[src/rtl/nn_out_collector.sv]
// Pairs the two skewed column result lanes into rows, queues them, and
// serialises each row as two 16-bit words on a valid/ready stream.
module nn_out_collector #(
  parameter int unsigned DEPTH = 8,
  parameter int unsigned CW    = 16
) (
  input  logic                     clk,
  input  logic                     rst,
  input  logic                     clear,
  input  logic                     col1_valid,
  input  logic [15:0]              col1_data,
  input  logic                     col2_valid,
  input  logic [15:0]              col2_data,
  output logic                     out_valid,
  input  logic                     out_ready,
  output logic [15:0]              out_data,
  output logic                     out_last,
  output logic [$clog2(DEPTH):0]   fifo_count,
  output logic [CW-1:0]            rows_done,
  output logic                     err_overflow,
  output logic                     err_orphan
);

  localparam int unsigned DW   = 16;
  localparam int unsigned AW   = $clog2(DEPTH);
  localparam int unsigned CNTW = AW + 1;

  typedef struct packed {
    logic [DW-1:0] lane1;
    logic [DW-1:0] lane2;
  } row_t;

  typedef enum logic [1:0] {
    S_IDLE  = 2'd0,
    S_EMIT1 = 2'd1,
    S_EMIT2 = 2'd2
  } state_t;

  // Pairing hold register
  logic [DW-1:0] h1, h1_nxt;
  logic          h1_v, h1_v_nxt;
  logic          push_c, orphan_c;
  row_t          push_row_c;

  // FIFO storage and bookkeeping
  row_t          mem [DEPTH];
  logic [AW-1:0] wr_ptr, rd_ptr;
  logic          full_c, empty_c, push_ok_c;
  row_t          head_c;

  // Serialiser
  state_t        state, state_nxt;
  logic          pop_c, row_done_c;
  logic [DW-1:0] lane2_q, lane2_nxt;
  logic          out_valid_nxt, out_last_nxt;
  logic [DW-1:0] out_data_nxt;

  assign full_c    = (fifo_count == CNTW'(DEPTH));
  assign empty_c   = (fifo_count == '0);
  assign head_c    = mem[rd_ptr];
  // A push into a full FIFO survives only if the serialiser frees a slot this cycle
  assign push_ok_c = push_c && (!full_c || pop_c);

  // Pairing rules: col2 completes a row with whatever lane-1 value is waiting
  always_comb begin
    h1_nxt     = h1;
    h1_v_nxt   = h1_v;
    push_c     = 1'b0;
    orphan_c   = 1'b0;
    push_row_c = '0;
    if (col1_valid && col2_valid) begin
      push_c = 1'b1;
      if (h1_v) begin
        push_row_c = {h1, col2_data};
        h1_nxt     = col1_data;
      end else begin
        push_row_c = {col1_data, col2_data};
      end
    end else if (col1_valid) begin
      orphan_c = h1_v;
      h1_nxt   = col1_data;
      h1_v_nxt = 1'b1;
    end else if (col2_valid) begin
      if (h1_v) begin
        push_c     = 1'b1;
        push_row_c = {h1, col2_data};
        h1_v_nxt   = 1'b0;
      end else begin
        orphan_c = 1'b1;
      end
    end
  end

  always_ff @(posedge clk or negedge rst) begin
    if (!rst) begin
      h1           <= '0;
      h1_v         <= 1'b0;
      wr_ptr       <= '0;
      rd_ptr       <= '0;
      fifo_count   <= '0;
      err_overflow <= 1'b0;
      err_orphan   <= 1'b0;
      rows_done    <= '0;
    end else if (clear) begin
      h1           <= '0;
      h1_v         <= 1'b0;
      wr_ptr       <= '0;
      rd_ptr       <= '0;
      fifo_count   <= '0;
      err_overflow <= 1'b0;
      err_orphan   <= 1'b0;
      rows_done    <= '0;
    end else begin
      h1   <= h1_nxt;
      h1_v <= h1_v_nxt;
      if (push_ok_c) wr_ptr <= wr_ptr + AW'(1);
      if (pop_c)     rd_ptr <= rd_ptr + AW'(1);
      case ({push_ok_c, pop_c})
        2'b10:   fifo_count <= fifo_count + CNTW'(1);
        2'b01:   fifo_count <= fifo_count - CNTW'(1);
        default: fifo_count <= fifo_count;
      endcase
      if (push_c && !push_ok_c) err_overflow <= 1'b1;
      if (orphan_c)             err_orphan   <= 1'b1;
      if (row_done_c)           rows_done    <= rows_done + CW'(1);
    end
  end

  // Storage needs no reset; pointers and count define what is valid
  always_ff @(posedge clk) begin
    if (push_ok_c && !clear) mem[wr_ptr] <= push_row_c;
  end

  // Serialiser state register
  always_ff @(posedge clk or negedge rst) begin
    if (!rst)       state <= S_IDLE;
    else if (clear) state <= S_IDLE;
    else            state <= state_nxt;
  end

  // Serialiser next state; EMIT2 chains straight into the next row when one is queued
  always_comb begin
    state_nxt  = state;
    pop_c      = 1'b0;
    row_done_c = 1'b0;
    case (state)
      S_IDLE: begin
        if (!empty_c) begin
          pop_c     = 1'b1;
          state_nxt = S_EMIT1;
        end
      end
      S_EMIT1: begin
        if (out_ready) state_nxt = S_EMIT2;
      end
      S_EMIT2: begin
        if (out_ready) begin
          row_done_c = 1'b1;
          if (!empty_c) begin
            pop_c     = 1'b1;
            state_nxt = S_EMIT1;
          end else begin
            state_nxt = S_IDLE;
          end
        end
      end
      default: state_nxt = S_IDLE;
    endcase
  end

  // Serialiser output words, registered below
  always_comb begin
    out_valid_nxt = out_valid;
    out_data_nxt  = out_data;
    out_last_nxt  = out_last;
    lane2_nxt     = lane2_q;
    if (pop_c) begin
      out_valid_nxt = 1'b1;
      out_data_nxt  = head_c.lane1;
      out_last_nxt  = 1'b0;
      lane2_nxt     = head_c.lane2;
    end else if (state == S_EMIT1 && out_ready) begin
      out_data_nxt = lane2_q;
      out_last_nxt = 1'b1;
    end else if (state == S_EMIT2 && out_ready) begin
      out_valid_nxt = 1'b0;
      out_data_nxt  = '0;
      out_last_nxt  = 1'b0;
    end
  end

  always_ff @(posedge clk or negedge rst) begin
    if (!rst) begin
      out_valid <= 1'b0;
      out_data  <= '0;
      out_last  <= 1'b0;
      lane2_q   <= '0;
    end else if (clear) begin
      out_valid <= 1'b0;
      out_data  <= '0;
      out_last  <= 1'b0;
      lane2_q   <= '0;
    end else begin
      out_valid <= out_valid_nxt;
      out_data  <= out_data_nxt;
      out_last  <= out_last_nxt;
      lane2_q   <= lane2_nxt;
    end
  end

endmodule

[config.mk]
export PLATFORM = sky130hd
export DESIGN_NAME = nn_out_collector
export DESIGN_NICKNAME = d
export VERILOG_FILES = /design/src/rtl/nn_out_collector.sv
export SDC_FILE = /design/constraint.sdc
export NUM_CORES = 1
export LEC_CHECK = 0
export CORE_MARGIN = 1
export CORE_UTILIZATION = 48
export CTS_CLUSTER_DIAMETER = 150
export CTS_CLUSTER_SIZE = 40
export DETAILED_ROUTE_END_ITERATION = 10
export DONT_BUFFER_PORTS = 1
export GPL_ROUTABILITY_DRIVEN = 0
export PLACE_DENSITY = 0.71
export SLEW_MARGIN = 15
export SYNTH_ARGS = -nofsm -noshare
export SYNTH_HDL_FRONTEND = slang
export SYNTH_SLANG_ARGS = --single-unit
[constraint.sdc]
create_clock -name clk -period 3.9 [get_ports clk]
set_input_delay 0.78 -clock clk [delete_from_list [all_inputs] [get_ports clk]]
set_output_delay 0.78 -clock clk [all_outputs]
set_load 0.02 [all_outputs]
==> results.tsv <==
stage	metric	value	unit
route	vias per cell	5.965	
power_and_ir_drop	PwrDens	541.6	nW/µm²
global_route	total gr overflow	0	
synthesis	synth warn	0	
setup_path	critical path startpoint category	register	
clock_network	Num Clock Sinks	337	
job	max cap viols	0	
route	drt first pass iters	5	
route	Wirelength per Cell	24.67	µm
clock_network	Post-CTS Setup Bufs	0	
clock_network	clock buffer count from CTS	12	
setup_path	critical path data required time	4.34	ns
setup_path	worst reg-to-reg setup slack	1.0	ns
finish	area grow syn2layout	6.334	%
sta	maximum clock frequency	344.5	MHz
die	die footprint	28740	µm²
global_route	pin count of the biggest net entering global routing	82	
sta	Slew Limit Fails	0	
sta	Max-slew headroom	22.91	%
synthesis	synthesized cell area	13470	µm²
clock_network	H-tree depth	1	
setup_path	Worst Setup End Kind	register	
synthesis	synth unique cells	53	
global_route	first-pass GRT wire length	42610	µm
sta	endpoints failing setup	0	
die	CORE AREA	27250	µm²
setup_path	Setup CP Type	register to register	
sta	Hold Violations, Final	0	
clock_network	clock latency on the worst-skew pair	0.51	ns
finish	Layout Nets	791	
synthesis	Synthesized Nets	802	
sta	Clock Skew	0.02194	ns
sta	Final min period	2.903	ns
clock_network	post-cts resize count	0	
status	outcome	finished, final reports clean	
setup_path	crit-path max FO	22	
sta	Setup WS post-layout	0.9972	ns
place	Detailed Place HPWL	16680	µm
sta	Least-Margin Pin Slew	1.154	ns
clock_network	CTS tree	built	
min_path	Hold Crit Class	input pin to async pin	
finish	fillers	2061	
setup_path	worst reg2reg path startpoint	h1_v	
synthesis	Post-synth EDFFs	256	
place	Port Buffers	0	
die	chip width	169.5	µm
die	die span in y	169.5	µm
synthesis	Syn Inst Count	758	
die	Starting Density	49.43	%
route	Remaining DRCs	0	
clock_network	Hold Buf Count CTS	1	
synthesis	Post-Syn Area per Cell	17.77	µm²
clock_network	clock buffer depth	3	
setup_path	R2R depth	8	
sta	Final Cycle Share	74.43	%
route	antenna-violating nets left	0	
sta	Final TNS setup	0	ns
route	Routed WL	27730	µm
setup_path	Worst Path Arrival	3.35	ns
global_route	vias in the first global route	6996	
synthesis	ys async rst share	24.04	%
route	Via Count	6705	
sta	unrepaired setup endpoints after global routing	no	
clock_network	CTS root buf	clkbuf_16	
die	row cnt	60	
place	Setup WS pre-CTS	1.011	ns
global_route	gr usage total	20.16	%
power_and_ir_drop	worst vdd ir	0.3699	mV
route	Initial DRC Count	604	
synthesis	sequential share of the synthesized area	72.12	%
die	I/O pin count	78	
setup_path	worst r2r dst	fifo_count[3]	
finish	share of cells above drive strength 1	16.36	%
power_and_ir_drop	Pleak	4.740	nW
setup_path	CP Launch Point	h1_v	
synthesis	synthesized flop and latch total	337	
finish	diodes inserted	0	
synthesis	prevailing post-synth register cell	edfxtp_1	
clock_network	Worst-path clk slew	0.14	ns
global_route	initial antenna violation count	0	
## placed cells by master, fill, tap and decap left out, drive strengths merged, types with 4 or more instances in the layout
cell	n
dfrtp	81
or3	4
mux4	64
nand2b	4
and2	16
nand3	4
nand2	30
mux2i	35
a21oi	8
o21ai	39
xnor2	11
buf	16
clkbuf	18
nor4	4
a22o	16
ha	5
a22oi	32
nor2	58
edfxtp	256
nor3	13
xor2	8
## critical path, cell delays in order (launching register included)
cell and delay, ns:
dfrtp_1 0.67, o21a_1 0.37, nor4_1 0.56, ha_1 0.34
a21o_1 0.18, a21oi_1 0.26, nand3b_1 0.12, a21o_1 0.21
a21oi_1 0.12
## registers in the layout, indices dropped and copies added (netlist names)
name,count
h1,16
wr_ptr,3
mem,256
lane2_q,16
fifo_count,4
out_last,1
h1_v,1
err_orphan,1
rows_done,16
out_valid,1
err_overflow,1
out_data,16
rd_ptr,3
state,2
## routing by layer
layer,share of wire [%],global-route usage (%)
met5,0,0
met4,2.4,5.523
met3,5.2,3.195
met2,52,35.64
met1,40,25.91
## final cells by class
type | count | area [µm²] | share of cell area (%)
tap | 372 | 465.4 | 3.249
multi-input combinational | 376 | 3596 | 25.10
timing repair buffer | 16 | 152.6 | 1.066
clock inverter | 1 | 30.03 | 0.2096
clock buffer | 18 | 344.1 | 2.402
sequential | 337 | 9721 | 67.86
inverter | 4 | 15.01 | 0.1048
## cells in the mapped netlist, types with 2 or more instances
library cell | instances | area (µm²)
o21ai_0 | 33 | 165.2
buf_2 | 12 | 60.06
nor3_1 | 11 | 55.05
and2_1 | 16 | 100.1
xor2_1 | 8 | 70.07
ha_1 | 5 | 62.56
nor3_4 | 2 | 32.53
o21ai_1 | 5 | 25.02
nor4_4 | 2 | 42.54
nand3_1 | 4 | 20.02
nand2b_1 | 3 | 18.77
buf_1 | 5 | 18.77
or3_1 | 4 | 25.02
a22o_1 | 16 | 140.1
nand2_1 | 30 | 112.6
dfrtp_1 | 81 | 2027
a21oi_1 | 8 | 40.04
xnor2_1 | 11 | 96.34
edfxtp_1 | 256 | 7687
a22oi_1 | 32 | 240.2
a21o_1 | 3 | 22.52
nor2_1 | 56 | 210.2
mux4_2 | 64 | 1441
nor2b_1 | 3 | 18.77
mux2_2 | 3 | 33.78
buf_6 | 2 | 22.52
clkbuf_1 | 21 | 78.83
mux2i_1 | 35 | 350.3
inv_1 | 3 | 11.26
## where the power goes
part	leakage, nW	total [mW]	internal [mW]	switching (mW)
Clock	0.178	1.65	0.642	1.01
Combinational	1.13	1.51	0.760	0.751
Sequential	3.44	4.60	4.10	0.501
## cells by family after synthesis
| group | share of synthesized area, % |
|---|---|
| DFF | 72.12 |
| and+or+nand+nor | 5.685 |
| AOI/OAI and AO/OA | 5.294 |
| muxes | 13.55 |
| buffers and inverters | 1.505 |
| xor gates and xnor gates | 1.235 |
| adders and majority gates | 0.6130 |
## stage by stage
step	hold slack, ns	util, %	cell area, µm²	cells	power [mW]
detailed placement	0.4857	51.09	13920	1104	6.198
global route	0.1786	52.56	14320	1124	8.104
CTS	0.1715	52.56	14320	1124	7.834
floorplan	0.4507	-	13480	758	5.741
global placement	0.4713	51.09	13920	1104	6.130
finish	0.1588	52.56	14320	1124	7.758
## how the worst max path moves through the flow
| stage | to | slack [ns] | cells after the start |
|---|---|---|---|
| finish | fifo_count[3] | 1.0 | 8 |
| detailed placement | fifo_count[3] | 1.01 | 8 |
| CTS | fifo_count[3] | 1.03 | 8 |
| global route | fifo_count[3] | 0.75 | 8 |
| floorplan | mem[7][0] | 0.45 | 5 |
| global placement | fifo_count[3] | 1.16 | 8 |
(Power assumes the default switching activity.)
